File: config.mk
export PLATFORM = sky130hd
export DESIGN_NAME = rr_arbiter_wlock
export DESIGN_NICKNAME = d
export VERILOG_FILES = /design/src/rtl/ravenoc_arb_pkg.sv /design/src/rtl/rr_prio_enc.sv /design/src/rtl/rr_arbiter_wlock.sv
export SDC_FILE = /design/constraint.sdc
export NUM_CORES = 1
export LEC_CHECK = 0
export ABC_AREA = 1
export BUFFER_PORTS_ARGS = -buffer_cell sky130_fd_sc_hd__buf_2
export CAP_MARGIN = 20
export CORE_UTILIZATION = 24
export CTS_BUF_LIST = sky130_fd_sc_hd__clkbuf_2 sky130_fd_sc_hd__clkbuf_4 sky130_fd_sc_hd__clkbuf_8
export DETAILED_ROUTE_END_ITERATION = 16
export GPL_TIMING_DRIVEN = 0
export PLACE_DENSITY = 0.46
export SETUP_SLACK_MARGIN = 0.3
export SLEW_MARGIN = 15
export SYNTH_ARGS = -nofsm -noshare
export SYNTH_HDL_FRONTEND = slang
export SYNTH_HIERARCHICAL = 1
export SYNTH_SLANG_ARGS = --single-unit
File: constraint.sdc
create_clock -name clk -period 4.2 [get_ports clk]
set_input_delay 0.21 -clock clk [delete_from_list [all_inputs] [get_ports clk]]
set_output_delay 0.21 -clock clk [all_outputs]
set_load 0.02 [all_outputs]
File: src/rtl/ravenoc_arb_pkg.sv
// Shared types and helpers for the weighted round-robin packet arbiter.
package ravenoc_arb_pkg;

    // IDLE arbitrates every cycle; LOCKED holds the output for one packet owner.
    typedef enum logic {
        IDLE   = 1'b0,
        LOCKED = 1'b1
    } arb_state_t;

    // Widest requester vector the helpers handle; callers zero-extend into it.
    localparam int MAX_REQ = 32;

    // Index of the set bit of a one-hot vector (0 for an all-zero vector).
    function automatic logic [31:0] onehot_to_idx(input logic [MAX_REQ-1:0] oh);
        logic [31:0] idx;
        idx = '0;
        for (int i = 0; i < MAX_REQ; i++) begin
            if (oh[i]) begin
                idx = idx | 32'(i);
            end
        end
        return idx;
    endfunction

    // Thermometer mask: bits >= idx when incl=1, bits strictly above idx when incl=0.
    function automatic logic [MAX_REQ-1:0] mask_above(input logic [31:0] idx, input logic incl);
        logic [MAX_REQ-1:0] m;
        for (int i = 0; i < MAX_REQ; i++) begin
            m[i] = incl ? (32'(i) >= idx) : (32'(i) > idx);
        end
        return m;
    endfunction

endpackage

File: src/rtl/rr_prio_enc.sv
// Lowest-set-bit priority encoder: one-hot winner, its index and an any-request flag.
module rr_prio_enc
    import ravenoc_arb_pkg::*;
#(
    parameter int N     = 4,
    parameter int IDX_W = $clog2(N)
) (
    input  logic [N-1:0]     req,
    output logic [N-1:0]     onehot,
    output logic [IDX_W-1:0] idx,
    output logic             any
);

    // lower[i] is set when any request below bit i is active.
    logic [N:0] lower;

    assign lower[0] = 1'b0;

    genvar gi;
    generate
        for (gi = 0; gi < N; gi++) begin : g_bit
            assign onehot[gi]    = req[gi] & ~lower[gi];
            assign lower[gi + 1] = lower[gi] | req[gi];
        end
    endgenerate

    assign any = lower[N];
    // N is limited to MAX_REQ by the helper width.
    assign idx = IDX_W'(onehot_to_idx(MAX_REQ'(onehot)));

endmodule

File: src/rtl/rr_arbiter_wlock.sv
// Weighted round-robin arbiter with wormhole packet lock for a router output port.
// A requester keeps the output from its first accepted beat to its last, and may
// win up to WEIGHT consecutive packets before priority rotates past it.
module rr_arbiter_wlock
    import ravenoc_arb_pkg::*;
#(
    parameter int N_REQ  = 4,
    parameter int WEIGHT = 1,
    localparam int IDX_W = $clog2(N_REQ)
) (
    input  logic             clk,
    input  logic             arst,
    input  logic [N_REQ-1:0] req_i,
    input  logic             update_i,
    input  logic             last_i,
    input  logic             fixed_prio_i,
    output logic [N_REQ-1:0] grant_o,
    output logic [IDX_W-1:0] grant_idx_o,
    output logic             locked_o
);

    localparam int CNT_W = $clog2(WEIGHT + 1);
    localparam logic [CNT_W-1:0] WEIGHT_C = CNT_W'(WEIGHT);

    arb_state_t       state_reg, state_next;
    logic [IDX_W-1:0] lock_idx_reg, lock_idx_next;
    logic [IDX_W-1:0] owner_reg, owner_next;
    logic [CNT_W-1:0] pkt_cnt_reg, pkt_cnt_next;
    logic [N_REQ-1:0] mask_reg, mask_next;

    logic [N_REQ-1:0] masked_req;
    logic [N_REQ-1:0] m_oh, r_oh;
    logic [IDX_W-1:0] m_idx, r_idx;
    logic             m_any, r_any;
    logic [N_REQ-1:0] lock_oh;

    logic             accept;
    logic             complete;
    logic [CNT_W-1:0] cmp_cnt;
    logic             rotate;
    logic [N_REQ-1:0] cmp_mask;

    assign masked_req = req_i & mask_reg;
    assign lock_oh    = N_REQ'(1) << lock_idx_reg;

    rr_prio_enc #(.N(N_REQ), .IDX_W(IDX_W)) u_enc_masked (
        .req    (masked_req),
        .onehot (m_oh),
        .idx    (m_idx),
        .any    (m_any)
    );

    rr_prio_enc #(.N(N_REQ), .IDX_W(IDX_W)) u_enc_raw (
        .req    (req_i),
        .onehot (r_oh),
        .idx    (r_idx),
        .any    (r_any)
    );

    // A beat only counts when someone actually holds the grant.
    assign accept   = update_i & (|grant_o);
    assign complete = accept & last_i;
    assign locked_o = (state_reg == LOCKED);

    // State register; asynchronous reset drops any lock immediately.
    always_ff @(posedge clk or negedge arst) begin
        if (!arst) begin
            state_reg <= IDLE;
        end else begin
            state_reg <= state_next;
        end
    end

    // Next-state: enter LOCKED on a non-final accepted beat, leave on the final one.
    always_comb begin
        state_next = state_reg;
        case (state_reg)
            IDLE:    if (accept && !last_i) state_next = LOCKED;
            LOCKED:  if (complete)          state_next = IDLE;
            default: state_next = IDLE;
        endcase
    end

    // Grant output: locked owner (while still requesting) or round-robin / fixed pick.
    always_comb begin
        grant_o     = '0;
        grant_idx_o = '0;
        if (state_reg == LOCKED) begin
            if (req_i[lock_idx_reg]) begin
                grant_o     = lock_oh;
                grant_idx_o = lock_idx_reg;
            end
        end else if (fixed_prio_i || !m_any) begin
            // Empty masked set falls back to the lowest raw request (wrap-around).
            grant_o     = r_oh;
            grant_idx_o = r_any ? r_idx : '0;
        end else begin
            grant_o     = m_oh;
            grant_idx_o = m_idx;
        end
    end

    // Completion rule: count consecutive packets of the same owner, rotate at WEIGHT.
    always_comb begin
        cmp_cnt  = (grant_idx_o != owner_reg) ? CNT_W'(1) : pkt_cnt_reg + CNT_W'(1);
        rotate   = (cmp_cnt == WEIGHT_C);
        cmp_mask = N_REQ'(mask_above(32'(grant_idx_o), !rotate));

        mask_next     = mask_reg;
        pkt_cnt_next  = pkt_cnt_reg;
        owner_next    = owner_reg;
        lock_idx_next = lock_idx_reg;

        if (complete) begin
            mask_next    = cmp_mask;
            pkt_cnt_next = rotate ? '0 : cmp_cnt;
            owner_next   = grant_idx_o;
        end
        if ((state_reg == IDLE) && accept && !last_i) begin
            lock_idx_next = grant_idx_o;
        end
    end

    // Arbitration bookkeeping registers.
    always_ff @(posedge clk or negedge arst) begin
        if (!arst) begin
            mask_reg     <= '1;
            lock_idx_reg <= '0;
            owner_reg    <= '0;
            pkt_cnt_reg  <= '0;
        end else begin
            mask_reg     <= mask_next;
            lock_idx_reg <= lock_idx_next;
            owner_reg    <= owner_next;
            pkt_cnt_reg  <= pkt_cnt_next;
        end
    end

endmodule

==> results.yml, run 1 <==
outcome:
  status: "finished, final reports clean"
timing:
  hold_viol_final: 0
  setup_slack_ns: 2.143
  fin_setup_tns_ns: 0
  min_period_over_period: 0.4898
  whs_ns: 0.2567
  drv_slew: 0
  setup_violations: 0
  finClkSkew_ns: 0.0002331
  rsz0062_at_grt: "false"
  tightest_slew_ns: 0.2120
  min_period_ns: 2.057
  maxSlewHeadroom: 0.8580
  fmax_ghz: 0.4861
clock_network:
  clkSinkCount: 7
  cts_resized: 0
  cts_root_buf: "clkbuf_4"
  path_clk_slew_ns: 0.05
  htree_levels: 1
  clk_path_buf_depth: 2
  clkLatencyLatePin_ns: 0.24
  cts_tree: "done"
  numCtsBuffers: 3
global_route:
  grt_remaining_overflow: 0
  grt_usage: 0.1102
  grt_max_degree: 10
  grt_pass1_vias: 704
  antenna_found_initial: 0
  grt_pass1_wl_um: 2939
floorplan:
  coreArea_mm2: 0.003128
  start_util: 0.2588
  die_w_um: 60.08
  dieArea_mm2: 0.003609
  ios: 16
  placementRows: 20
  dieHeight_um: 60.08
power:
  p_comb_frac: 0.669
  seqPwrFrac: 0.223
  internal-power_mw: 0.2906
  p_leak_nw: 0.5891
  clockPowerShare: 0.108
  vdd.ir_drop.worst_mv: 0.3298
  fin_total_pwr_mw: 0.5961
  power.switching_mw: 0.3055
  pwr_density_cell_mw_per_mm2: 611.6
  p_sw_frac: 0.5125
setup_path:
  worstPathCellList: "nand2_1 > inv_1 > nor2_2 > nand3b_1 > nand2_2 > o211ai_1 > nand2_2 > buf_2"
  cp_slowest_cell: "dfstp_2"
  critPathMaxFanout: 7
  slowest_delay_ns: 0.53
  worstPathArrival_ns: 1.85
  worstPathRequired_ns: 3.99
  cp-end-kind: "output port"
  crit_type: "reg2out"
  start_kind: "register"
  crit_top_cell: "nand2_2"
yosys:
  synth_cell_types: 23
  syn-num-nets: 140
  synth_seq_cells: 7
  syn-instance-count: 131
  yosysWarnings: 6
  yosysSeqAreaShare: 0.2226
  synth.avg_cell_area_um2: 6.180
  syn-cell-area_um2: 809.5
cells_and_area:
  insertedDiodeCount: 0
  ff_latch_area_um2: 180.2
  fin_nets: 160
  final_cell_area_um2: 974.7
  final_cells: 194
  syn2layout_area_growth_pct: 20.40
  final_cell_mix: "nand2_1, inv_1, buf_2"
  n_fill_cell: 352
  fin_util: 0.3116
  final_common_cell: "nand2_1"
  multiInputGateArea_um2: 467.9
  layout-drive-gt1-share: 0.3333
drt:
  first_pass_iters: 6
  drc: 0
  via_count: 791
  drt-wirelength-per-cell_um: 8.887
  ant_nets: 0
  vias_per_cell: 4.077
  wirelength_um: 1724
  drt_iter0_markers: 40
place:
  io_buffer_count: 14
  place_area_um2: 934.6
  pre_cts_ws_ns: 2.390
  placed_cells: 189
  place_congestion: 0.7336
  dp_hpwl_um: 1455
hold_path:
  worstHoldPathType: "in2reg"
flow_run:
  drv_cap: 0
## cell usage after synthesis
cell type | number | area share
dfstp_2 | 4 | 0.13
nand2_1 | 47 | 0.22
nor2_4 | 1 | 0.014
nand4_1 | 7 | 0.054
nor2_2 | 3 | 0.023
buf_4 | 3 | 0.028
nor3_1 | 2 | 0.012
nor2_1 | 2 | 0.0093
nand3b_1 | 2 | 0.019
nand3_1 | 10 | 0.062
inv_2 | 6 | 0.028
buf_6 | 1 | 0.014
dfrtp_1 | 3 | 0.093
nand2_4 | 3 | 0.042
inv_1 | 22 | 0.10
o211ai_1 | 1 | 0.0093
bufinv_8 | 1 | 0.022
nand3_4 | 1 | 0.022
nand3_2 | 3 | 0.037
clkinvlp_2 | 1 | 0.0062
nand2_2 | 5 | 0.039
o21ai_0 | 2 | 0.012
o21ai_1 | 1 | 0.0062
## logic make-up (layout without fill, tap and decap cells)
group,after synthesis,after routing,synth area share
buffers and inverters,34,53,0.1994
and+or+nand+nor,86,86,0.5502
DFF,7,7,0.2226
AOI/OAI and AO/OA,4,4,0.02782
## per-layer routing
metal  global-route usage  wire (um)  vias up
met5                    0          0        -
met4              0.04983          0        0
met3             0.006494         57        0
met1               0.1583        898      339
li1                     -          -      438
met2               0.1683        769       14
## what timing repair did
item | CTS | global route
setup buffers | 0 | 0
hold buffers | 1 | 0
hold endpoints to repair | 3 | 0
## worst max-delay path: cells and delay by family (launching register included)
family,cells,cell delay [ns]
compound gates,1,0.24
buf+inv,2,0.29
flops,1,0.53
simple gates,5,0.54
## power groups by stage
stage                     combinational [mW]  clock, mW  sequential [mW]
after floorplan                        0.311          0            0.132
after global placement                 0.400          0            0.133
after detailed placement               0.403          0            0.134
after CTS                              0.405     0.0677            0.134
after global routing                   0.448     0.0729            0.140
final                                  0.399     0.0643            0.133
## layout make-up
type,instances,share of cell area
Buffer,4,0.03466
Clock buffer,4,0.03081
Inverter,30,0.1309
Multi-Input combinational cell,90,0.4801
Sequential cell,7,0.1849
Tap cell,44,0.05648
Timing Repair Buffer,15,0.08216
## final timing paths
path | from | end | slack, ns | cells past startpoint
max reg2reg | mask_reg[0] | mask_reg[1] | 2.38 | 14
min in group asynchronous | arst | asynchronous set/reset pin | 0.33 | 2
min reg2reg | mask_reg[0] | mask_reg[0] | 0.45 | 2
max in group asynchronous | arst | mask_reg[2] | 3.64 | 2
max | mask_reg[0] | grant_idx_o[0] | 2.14 | 8
min | update_i | mask_reg[2] | 0.26 | 3
(Power assumes the default switching activity.)
==> run 2, diff against run 1 <==
--- a/config.mk
+++ b/config.mk
@@ -5,7 +5,7 @@
 export SDC_FILE = /design/constraint.sdc
 export NUM_CORES = 1
 export LEC_CHECK = 0
-export ABC_AREA = 1
+export ABC_AREA = 0
 export BUFFER_PORTS_ARGS = -buffer_cell sky130_fd_sc_hd__buf_2
 export CAP_MARGIN = 20
 export CORE_UTILIZATION = 24
==> constraint.sdc (replaced) <==
create_clock -name clk -period 1.9 [get_ports clk]
set_input_delay 0.095 -clock clk [delete_from_list [all_inputs] [get_ports clk]]
set_output_delay 0.095 -clock clk [all_outputs]
set_load 0.02 [all_outputs]
==> run 2 against run 1 <==
The flow now finishes with violations (negative setup slack). Area after synthesis grew 5.4%. Register-to-register slack lost 2.7 ns. Sequential power grew 120%. Total power grew to 2.5 times the previous value. Sequential share of layout area shrank 3.1 points. Clock skew grew 0.0016 ns. Die area grew 5.2%. Design area grew 20%. Synthesized cell count shrank 25%. Clock power grew 140%. Global-route usage grew 3.0 points. First-iteration DRC count shrank 55%. Critical path type unchanged. Largest power group unchanged. Highest routed layer is now met4.
==> results.yml, run 2 <==
clock_network:
  path_clk_slew_ns: 0.06
  cts_root_buf: "clkbuf_4"
  clk_path_buf_depth: 2
  clkSinkCount: 7
  htree_levels: 1
  numCtsBuffers: 3
  cts_tree: "done"
  clkLatencyLatePin_ns: 0.26
setup_path:
  crit_top_cell: "buf_6"
  worstPathCellList: "and2_4 > or4_4 > nand2b_1 > buf_6 > and3_4 > a21oi_2 > o22ai_2 > buf_6"
  critPathMaxFanout: 5
  r2r_end: "lock_idx_reg[0]"
  reg2reg_from: "mask_reg[1]"
  slowest_delay_ns: 0.55
  crit_type: "reg2out"
  worstPathArrival_ns: 2.16
  start_kind: "register"
  cp-end-kind: "output port"
  r2r_cells: 7
  reg2reg_setup_slack_ns: -0.34
  cp_slowest_cell: "or4_4"
  worstPathRequired_ns: 1.80
floorplan:
  start_util: 0.2537
  ios: 16
  coreArea_mm2: 0.003363
  dieArea_mm2: 0.003798
  dieHeight_um: 61.63
  die_w_um: 61.63
  placementRows: 21
drt:
  wl_met1_um: 1097
  ant_nets: 0
  vias_per_cell: 4.877
  wirelength_um: 2385
  drt_iter0_markers: 18
  drc: 0
  top_layer: "met4"
  wl_met3_um: 105
  first_pass_iters: 4
  via_count: 834
  drt-wirelength-per-cell_um: 13.95
  wl_met2_um: 1154
cells_and_area:
  fin_nets: 135
  fin_util: 0.3475
  layout-drive-gt1-share: 0.5120
  final_cell_mix: "buf_2, buf_4, nor2_1"
  insertedDiodeCount: 0
  syn2layout_area_growth_pct: 36.95
yosys:
  yosys.area.top_type: "dfstp_2"
  yosysSeqAreaShare: 0.2111
  yosysWarnings: 6
  syn-cell-area_um2: 853.3
  synth.avg_cell_area_um2: 8.707
  syn-num-nets: 107
  synth_flop_cell: "dfstp_2"
  synth_cell_types: 40
  synth_seq_cells: 7
  synth.top_cells.by_count: "nand2_1, nor2_1, a21oi_1, o21ai_0"
  synth-edff-count: 0
  yosys-top-cells-area: "dfstp_2, dfrtp_1, a31oi_4"
  yosysTopAreaCellShare: 0.1232
  synth-async-reset-ratio: 1.000
  syn-instance-count: 98
timing:
  fin_setup_tns_ns: -3.486
  whs_ns: 0.1809
  hold_viol_final: 0
  min_period_ns: 2.256
  tightest_slew_ns: 0.5556
  setup_slack_ns: -0.3558
  fmax_ghz: 0.4433
  drv_slew: 0
  maxSlewHeadroom: 0.6296
  setup_violations: 13
  rsz0062_at_grt: "true"
  min_period_over_period: 1.187
  finClkSkew_ns: 0.001847
global_route:
  grt_remaining_overflow: 0
  grt_pass1_vias: 841
  grt_usage: 0.1403
  grt_pass1_wl_um: 3884
  antenna_found_initial: 0
  grt_max_degree: 11
power:
  vdd.ir_drop.worst_mv: 0.4793
  pwr_density_cell_mw_per_mm2: 1292
  p_leak_nw: 0.4941
  fin_total_pwr_mw: 1.510
place:
  dp_hpwl_um: 1792
  io_buffer_count: 15
  place_congestion: 0.8143
  pre_cts_ws_ns: -0.3456
flow_run:
  drv_cap: 0
hold_path:
  worstHoldPathType: "in2reg"
  hold_depth: 3
  hp-start: "update_i"
outcome:
  status: "finished, violations left"
  violations: "negative setup slack"
-- run 2: cell count changes in the layout (fill, tap and decap cells not counted), sizes merged, moves of 5 or more --
cell	change
nand2	-47
buf	+9
nand3	-11
and2	+5
inv	-23
mux2i	+5
nand2b	+5
nand4	-6
a21oi	+7
-- run 2: per-layer routing --
layer / up-vias / global-route usage
met2: 26 / 0.2227
li1: 410 / -
met3: 4 / 0.04202
met4: 0 / 0.03492
met5: - / 0
met1: 394 / 0.1855
-- run 2: where the power goes --
group | leakage, nW | internal (mW) | total [mW] | switching [mW]
Combinational | 0.398 | 0.515 | 1.07 | 0.551
Clock | 0.0184 | 0.0948 | 0.156 | 0.0616
Sequential | 0.0773 | 0.235 | 0.288 | 0.0531
Total | 0.494 | 0.845 | 1.51 | 0.666
-- run 2: how the worst max path moves through the flow --
stage                 from               to  cells after the start
2_1_floorplan  mask_reg[0]  lock_idx_reg[0]                      7
4_1_cts        mask_reg[1]   grant_idx_o[1]                      8
6_report       mask_reg[1]   grant_idx_o[1]                      8
3_3_place_gp   mask_reg[0]  lock_idx_reg[0]                      7
3_5_place_dp   mask_reg[2]  lock_idx_reg[0]                      7
5_1_grt        mask_reg[1]   grant_idx_o[1]                      8
-- run 2: final cells by class --
class,count,area (um^2)
multi-input combinational,80,655.6
clock buffer,4,30.03
fill,389,2195
buffer,6,52.55
inverter,5,18.77
sequential,7,180.2
timing repair buffer,23,173.9
tap,46,57.56
-- run 2: repair_timing --
item,CTS,global route
setup buffers,6,1
setup endpoints to repair,13,13
pin swaps,4,5
hold buffers,1,0
gates resized for setup,11,4
hold endpoints to repair,7,0
-- run 2: critical path, delay by kind of cell, from the launching register on --
| kind | cells | cell delay (ns) |
|---|---|---|
| buffers and inverters | 2 | 0.28 |
| AO/OA/AOI/OAI | 2 | 0.26 |
| AND/OR/NAND/NOR | 4 | 0.99 |
| flip-flops | 1 | 0.37 |
-- run 2: kinds of logic after synthesis --
group,after synthesis,share of synthesized area
simple gates,47,0.3519
compound gates,24,0.2376
buf+inv,11,0.07917
mux,9,0.1202
flops,7,0.2111
-- run 2: stage by stage --
stage               std cells  cell area [um^2]
floorplan                  98             889.6
CTS                       170              1147
detailed placement        159              1022
finish                    171              1169
global route              171              1169
global placement          159              1022
